`src/rtl/nes_debugger_pkg.sv`:
```
// nes_debugger_pkg: value-ID map, step-controller states and STATUS bit layout
// shared by the debugger value controller and its step controller.
package nes_debugger_pkg;

  localparam int ID_NES_RESET_N = 1;
  localparam int ID_MEMORY_POOL = 2;
  localparam int ID_CPU_STEP    = 3;
  localparam int ID_CPU_RUN     = 4;
  localparam int ID_BP_ADDR     = 5;
  localparam int ID_BP_ENABLE   = 6;
  localparam int ID_STATUS      = 7;

  typedef enum logic [1:0] {
    ST_HALTED   = 2'd0,
    ST_STEPPING = 2'd1,
    ST_RUNNING  = 2'd2
  } step_state_t;

  localparam int STATUS_HALTED_BIT   = 0;
  localparam int STATUS_STEPPING_BIT = 1;
  localparam int STATUS_RUNNING_BIT  = 2;
  localparam int STATUS_BP_HIT_BIT   = 3;

endpackage

```
`src/rtl/nes_debugger_step_ctrl.sv`:
```
// nes_debugger_step_ctrl: halt/step/run FSM, step counter and breakpoint unit.
// Breakpoint logic is present only when DEBUGGER_BREAKPOINT_EN is defined.
module nes_debugger_step_ctrl
  import nes_debugger_pkg::*;
#(
  parameter int DATA_W = 16,
  parameter int STEP_W = 16
) (
  input  logic              i_clk,
  input  logic              i_reset_n,
  input  logic              i_host_wr,
  input  logic              i_step_wr,
  input  logic              i_run_wr,
  input  logic              i_bp_addr_wr,
  input  logic              i_bp_enable_wr,
  input  logic [DATA_W-1:0] i_data,
  input  logic              i_cpu_sync,
  input  logic [15:0]       i_cpu_address,
  output logic              o_halted,
  output logic              o_stepping,
  output logic              o_running,
  output logic [STEP_W-1:0] o_count,
  output logic              o_bp_hit,
  output logic [DATA_W-1:0] o_bp_addr,
  output logic [DATA_W-1:0] o_bp_enable,
  output logic              o_cpu_clk_en
);

  step_state_t       r_state;
  logic [STEP_W-1:0] r_count;
  logic              r_cpu_clk_en;
  logic              r_bp_hit;
  logic              r_skip;
  logic [STEP_W-1:0] w_step_n;
  logic              w_sync_act;
  logic              w_bp_match;

`ifdef DEBUGGER_BREAKPOINT_EN
  logic [DATA_W-1:0] r_bp_addr;
  logic [DATA_W-1:0] r_bp_enable;

  always_ff @(posedge i_clk or negedge i_reset_n) begin
    if (!i_reset_n) begin
      r_bp_addr   <= '0;
      r_bp_enable <= '0;
    end else begin
      if (i_bp_addr_wr)   r_bp_addr   <= i_data;
      if (i_bp_enable_wr) r_bp_enable <= i_data;
    end
  end

  assign w_bp_match  = r_bp_enable[0] && (i_cpu_address == r_bp_addr[15:0]);
  assign o_bp_addr   = r_bp_addr;
  assign o_bp_enable = r_bp_enable;
`else
  logic w_unused_bp;

  assign w_unused_bp = ^{i_cpu_address, i_bp_addr_wr, i_bp_enable_wr, i_data};
  assign w_bp_match  = 1'b0;
  assign o_bp_addr   = '0;
  assign o_bp_enable = '0;
`endif

  assign w_step_n   = i_data[STEP_W-1:0];
  // Host writes win over a coincident sync; a halted CPU never consumes syncs.
  assign w_sync_act = i_cpu_sync && !i_host_wr && (r_state != ST_HALTED);

  always_ff @(posedge i_clk or negedge i_reset_n) begin
    if (!i_reset_n) begin
      r_state      <= ST_RUNNING;
      r_count      <= '0;
      r_cpu_clk_en <= 1'b1;
      r_bp_hit     <= 1'b0;
      r_skip       <= 1'b0;
    end else if (i_run_wr) begin
      r_count  <= '0;
      r_bp_hit <= 1'b0;
      if (i_data[0]) begin
        r_state      <= ST_RUNNING;
        r_cpu_clk_en <= 1'b1;
      end else begin
        r_state      <= ST_HALTED;
        r_cpu_clk_en <= 1'b0;
      end
    end else if (i_step_wr) begin
      r_bp_hit <= 1'b0;
      if ((r_state == ST_HALTED) && (w_step_n != '0)) begin
        r_state      <= ST_STEPPING;
        r_count      <= w_step_n;
        r_cpu_clk_en <= 1'b1;
      end
    end else if (w_sync_act) begin
      // The sync right after a breakpoint halt re-fetches the breakpoint opcode.
      if (r_skip) begin
        r_skip <= 1'b0;
      end else if (w_bp_match) begin
        r_state      <= ST_HALTED;
        r_count      <= '0;
        r_cpu_clk_en <= 1'b0;
        r_bp_hit     <= 1'b1;
        r_skip       <= 1'b1;
      end else if (r_state == ST_STEPPING) begin
        r_count <= r_count - STEP_W'(1);
        if (r_count == STEP_W'(1)) begin
          r_state      <= ST_HALTED;
          r_cpu_clk_en <= 1'b0;
        end
      end
    end
  end

  assign o_halted     = (r_state == ST_HALTED);
  assign o_stepping   = (r_state == ST_STEPPING);
  assign o_running    = (r_state == ST_RUNNING);
  assign o_count      = r_count;
  assign o_bp_hit     = r_bp_hit;
  assign o_cpu_clk_en = r_cpu_clk_en;

endmodule

```
`src/rtl/nes_debugger_values_ctrl.sv`:
```
// nes_debugger_values_ctrl: host value-ID decode, NES reset/pool registers and
// registered read port. Breakpoint IDs are live only with DEBUGGER_BREAKPOINT_EN.
module nes_debugger_values_ctrl
  import nes_debugger_pkg::*;
#(
  parameter int DATA_W = 16,
  parameter int ID_W   = 16,
  parameter int POOL_W = 2,
  parameter int STEP_W = 16
) (
  input  logic              i_clk,
  input  logic              i_reset_n,
  input  logic              i_ena,
  input  logic              i_wea,
  input  logic [ID_W-1:0]   i_id,
  input  logic [DATA_W-1:0] i_data,
  output logic [DATA_W-1:0] o_data,
  output logic              o_nes_reset_n,
  output logic [POOL_W-1:0] o_debugger_memory_pool,
  output logic              o_cpu_clk_en,
  input  logic              i_cpu_sync,
  input  logic [15:0]       i_cpu_address
);

  logic              w_wr;
  logic              w_step_wr;
  logic              w_run_wr;
  logic              w_bp_addr_wr;
  logic              w_bp_enable_wr;
  logic              w_halted;
  logic              w_stepping;
  logic              w_running;
  logic              w_bp_hit;
  logic [STEP_W-1:0] w_count;
  logic [DATA_W-1:0] w_bp_addr;
  logic [DATA_W-1:0] w_bp_enable;
  logic [DATA_W-1:0] w_status;
  logic [DATA_W-1:0] w_rd_val;
  logic              r_nes_reset_n;
  logic [POOL_W-1:0] r_pool;
  logic [DATA_W-1:0] r_data;

  assign w_wr           = i_ena & i_wea;
  assign w_step_wr      = w_wr && (i_id == ID_W'(ID_CPU_STEP));
  assign w_run_wr       = w_wr && (i_id == ID_W'(ID_CPU_RUN));
  assign w_bp_addr_wr   = w_wr && (i_id == ID_W'(ID_BP_ADDR));
  assign w_bp_enable_wr = w_wr && (i_id == ID_W'(ID_BP_ENABLE));

  nes_debugger_step_ctrl #(
    .DATA_W(DATA_W),
    .STEP_W(STEP_W)
  ) u_step_ctrl (
    .i_clk          (i_clk),
    .i_reset_n      (i_reset_n),
    .i_host_wr      (w_wr),
    .i_step_wr      (w_step_wr),
    .i_run_wr       (w_run_wr),
    .i_bp_addr_wr   (w_bp_addr_wr),
    .i_bp_enable_wr (w_bp_enable_wr),
    .i_data         (i_data),
    .i_cpu_sync     (i_cpu_sync),
    .i_cpu_address  (i_cpu_address),
    .o_halted       (w_halted),
    .o_stepping     (w_stepping),
    .o_running      (w_running),
    .o_count        (w_count),
    .o_bp_hit       (w_bp_hit),
    .o_bp_addr      (w_bp_addr),
    .o_bp_enable    (w_bp_enable),
    .o_cpu_clk_en   (o_cpu_clk_en)
  );

  always_comb begin
    w_status                      = '0;
    w_status[STATUS_HALTED_BIT]   = w_halted;
    w_status[STATUS_STEPPING_BIT] = w_stepping;
    w_status[STATUS_RUNNING_BIT]  = w_running;
    w_status[STATUS_BP_HIT_BIT]   = w_bp_hit;
  end

  always_comb begin
    w_rd_val = '0;
    case (i_id)
      ID_W'(ID_NES_RESET_N): w_rd_val = DATA_W'(r_nes_reset_n);
      ID_W'(ID_MEMORY_POOL): w_rd_val = DATA_W'(r_pool);
      ID_W'(ID_CPU_STEP):    w_rd_val = DATA_W'(w_count);
      ID_W'(ID_CPU_RUN):     w_rd_val = DATA_W'(w_running);
      ID_W'(ID_BP_ADDR):     w_rd_val = w_bp_addr;
      ID_W'(ID_BP_ENABLE):   w_rd_val = w_bp_enable;
      ID_W'(ID_STATUS):      w_rd_val = w_status;
      default:               w_rd_val = '0;
    endcase
  end

  // Read data is valid only for the cycle after a read strobe, otherwise zero.
  always_ff @(posedge i_clk or negedge i_reset_n) begin
    if (!i_reset_n) begin
      r_nes_reset_n <= 1'b1;
      r_pool        <= '0;
      r_data        <= '0;
    end else begin
      if (w_wr && (i_id == ID_W'(ID_NES_RESET_N))) r_nes_reset_n <= (i_data == DATA_W'(1));
      if (w_wr && (i_id == ID_W'(ID_MEMORY_POOL))) r_pool <= i_data[POOL_W-1:0];
      r_data <= (i_ena && !i_wea) ? w_rd_val : '0;
    end
  end

  assign o_data                 = r_data;
  assign o_nes_reset_n          = r_nes_reset_n;
  assign o_debugger_memory_pool = r_pool;

endmodule
```
`config.mk`:
```
export PLATFORM = sky130hd
export DESIGN_NAME = nes_debugger_values_ctrl
export DESIGN_NICKNAME = d
export VERILOG_FILES = /design/src/rtl/nes_debugger_pkg.sv /design/src/rtl/nes_debugger_step_ctrl.sv /design/src/rtl/nes_debugger_values_ctrl.sv
export SDC_FILE = /design/constraint.sdc
export NUM_CORES = 1
export LEC_CHECK = 0
export ABC_AREA = 1
export BUFFER_PORTS_ARGS = -buffer_cell sky130_fd_sc_hd__buf_2
export CAP_MARGIN = 0
export CORE_ASPECT_RATIO = 0.6
export CORE_UTILIZATION = 52
export CTS_CLUSTER_DIAMETER = 100
export DETAILED_ROUTE_END_ITERATION = 8
export GPL_TIMING_DRIVEN = 0
export PLACE_DENSITY = 0.81
export SYNTH_ARGS = -nofsm -noshare
export SYNTH_HDL_FRONTEND = slang
export SYNTH_SLANG_ARGS = --single-unit
```
`constraint.sdc`:
```
create_clock -name i_clk -period 1.9 [get_ports i_clk]
set_input_delay 0.095 -clock i_clk [delete_from_list [all_inputs] [get_ports i_clk]]
set_output_delay 0.095 -clock i_clk [all_outputs]
set_load 0.01 [all_outputs]
```
==> reports/qor.yml <==
cts:
  cts_tree: "built"
  root_buffer: "clkbuf_8"
  h-tree-depth: 2
  insertion_delay_ns: 0.30
  path_clk_slew_ns: 0.08
  numCtsBuffers: 5
  clockBufferDepth: 2
  clock-sinks: 38
  post_cts_buffers: 0
yosys:
  synth_area_leaders: "dfrtp_1 (37%), nand2_1 (16%), nor2_1 (8.0%)"
  yosysMostFrequentCell: "nand2_1"
  synthesis.area_um2: 2400
  yosysWarnings: 0
  synth.distinct_cells: 31
  ys_seq_elements: 38
  synth_area_leader_cell: "dfrtp_1"
  synth-edff-count: 0
  syn_inst: 341
  async_flop_share: 1.00
  synth_flop_cell: "dfrtp_1"
  ys_seq_area_frac: 0.398
  yosys-top-cells-count: "nand2_1 (99), nor2_1 (51), inv_1 (39)"
  syn_nets: 396
  syn-mean-instance-area_um2: 7.03
  yosys.area.top_type_share: 0.365
sta:
  setup_violations: 0
  hold_slack_ns: 0.0401
  finalCritPeriodShare: 0.930
  hold_viol: 0
  rsz0062_at_grt: "no"
  setup_slack_ns: 0.133
  fin_setup_tns_ns: 0
  slew_violations: 0
  fin_skew_ns: 0.00621
  clock.fmax_mhz: 566
  slew_headroom: 0.428
  finalCriticalPeriod_ns: 1.77
  worstMarginPinSlew_ns: 0.858
pwr:
  power.density_nw_per_um2: 539
  p_int_w: 0.00115
  seqPwrFrac: 0.526
  comb_power_share: 0.090
  power_leakage_nw: 1.67
  vdd_drop_max_v: 0.000347
  clkPwrFrac: 0.384
  switching_share: 0.252
  switching_power_w: 0.000389
drt:
  drc_errors: 0
  drt-total-wl_mm: 6.23
  routed_via_density: 5.24
  wl_per_cell_um: 13.4
  ant_nets: 0
  drt-initial-drc-count: 227
  first_pass_iters: 5
  vias: 2440
worst_setup_path:
  critPathMaxStageDelay_ns: 0.45
  crit_family: "simple AND/OR/NAND/NOR gates"
  crit_path_end_kind: "flip-flop"
  cp_cell_sequence: "nor2_1 -> nand2_1 -> nor2_1 -> nand2_1 -> xor2_1 -> nand2_1 -> nand2_1 -> nand2_1 -> nand2_1"
  startpoint_type: "flip-flop"
  cp_max_fo: 6
  worst_path_max_delay_cell: "dfrtp_1"
  crit_arrival_ns: 1.96
  path_class: "flip-flop to flip-flop"
  critical_path_required_ns: 2.09
  crit_top_cell: "nand2_1"
  worst-path-buf-inv: 0
die:
  chipWidth_um: 89.7
  num_rows: 18
  start_util: 0.563
  core_region_area_um2: 4260
  dieArea_um2: 4890
  io_pins: 73
  die_y_um: 54.6
layout:
  postLayoutCoreUtil: 0.672
  finalNetCount: 460
  area_growth_pct: 19.3
  drive_gt1_frac: 0.229
  num_antenna_cells: 0
outcome:
  status: "completed"
job:
  maxCapViolCount: 0
placed_design:
  io_buffers: 56
  hpwl_mm: 4.84
  preCtsSetupSlack_ns: 0.140
  gp_congestion: 0.976
grt:
  grt_pass1_wl_mm: 10.1
  grt_start_max_net_pins: 39
  gr-total-overflow: 0
  antenna_found_initial: 0
  track_usage: 0.285
  grt_pass1_vias: 2095
hold_path:
  hold_class: "input pin to flip-flop"
==> metrics by stage <==
| step | power [W] | cells | area, um^2 |
|---|---|---|---|
| floorplan | 0.000888 | 341 | 2400 |
| global placement | 0.000960 | 457 | 2750 |
| detailed placement | 0.000963 | 457 | 2750 |
| CTS | 0.00154 | 466 | 2860 |
| global route | 0.00160 | 466 | 2860 |
| finish | 0.00154 | 466 | 2860 |
==> routing by layer <==
| layer | up-vias | GRT usage | share of wire |
|---|---|---|---|
| li1 | 1202 | - | - |
| met5 | - | 0 | 0 |
| met1 | 1099 | 0.443 | 0.49 |
| met2 | 134 | 0.391 | 0.38 |
| met4 | 0 | 0.0582 | 0.0080 |
| met3 | 5 | 0.0709 | 0.13 |
==> tightest hold or removal path: cells and delay by family <==
family	cells	cell delay (ns)
buf+inv	1	0.11
simple gates	2	0.14
==> final timing paths <==
path                                           from                       end  slack, ns  cells past startpoint
hold / removal                            i_data[0]    u_step_ctrl.r_state[1]       0.04                      3
min in group asynchronous                 i_reset_n                 o_data[2]       0.45                      2
setup / recovery             u_step_ctrl.o_count[2]   u_step_ctrl.o_count[11]       0.13                      9
setup reg to reg             u_step_ctrl.o_count[2]   u_step_ctrl.o_count[11]       0.13                      9
hold reg to reg            u_step_ctrl.o_cpu_clk_en  u_step_ctrl.o_cpu_clk_en       0.47                      2
max in group asynchronous                 i_reset_n                o_data[10]       0.91                      2
==> area by class of cell <==
| class | count | area [um^2] |
|---|---|---|
| clock inverter | 2 | 12.5 |
| buffer | 5 | 28.8 |
| fill | 385 | 1400 |
| clock buffer | 6 | 82.6 |
| inverter | 42 | 158 |
| multi-input combinational | 256 | 1260 |
| timing repair buffer | 57 | 290 |
| sequential | 38 | 955 |
| tap | 60 | 75.1 |
==> registers in the layout (all words and copies together) (netlist names) <==
register	cells
o_data	16
u_step_ctrl.o_count	16
o_debugger_memory_pool	2
u_step_ctrl.r_state	2
o_nes_reset_n	1
u_step_ctrl.o_cpu_clk_en	1
==> power by group through the flow <==
| stage | combinational (W) | clock, W | sequential, W |
|---|---|---|---|
| 6_report | 0.000138 | 0.000592 | 0.000812 |
| 5_1_grt | 0.000157 | 0.000631 | 0.000812 |
| 4_1_cts | 0.000138 | 0.000593 | 0.000812 |
| 3_5_place_dp | 0.000136 | 0 | 0.000827 |
| 3_3_place_gp | 0.000133 | 0 | 0.000827 |
| 2_1_floorplan | 0.0000614 | 0 | 0.000827 |
==> timing repair <==
action | CTS | global route
hold endpoints to repair | 35 | 0
setup endpoints to repair | 0 | 2
resized for setup | 0 | 1
hold buffers | 1 | 0
==> layout by cell type, fill, tap and decap left out, drive strengths merged <==
master       synthesis  layout
and2                 1       1
xor2                 5       5
nand2              105     105
nand4                3       3
inv                 42      42
or2                  3       3
nand3               35      35
dfrtp               35      35
ha                   2       2
o21ai               18      18
clkinv               0       1
nor2                56      56
xnor2                1       1
dfstp                3       3
a21oi                5       5
o22ai                2       2
nor3                18      18
o211ai               1       1
o31ai                1       1
dlygate4sd3          0       1
buf                  3      59
clkinvlp             0       1
clkbuf               2       8
==> kinds of logic (layout without fill, tap and decap cells) <==
family / after synthesis / in the layout / share of synthesized area
buf+inv: 47 / 112 / 0.0778
compound gates: 27 / 27 / 0.0626
xor+xnor: 6 / 6 / 0.0219
fa+ha+maj: 2 / 2 / 0.0104
flops: 38 / 38 / 0.398
simple gates: 221 / 221 / 0.429
Power figures use the tool's default switching activity.
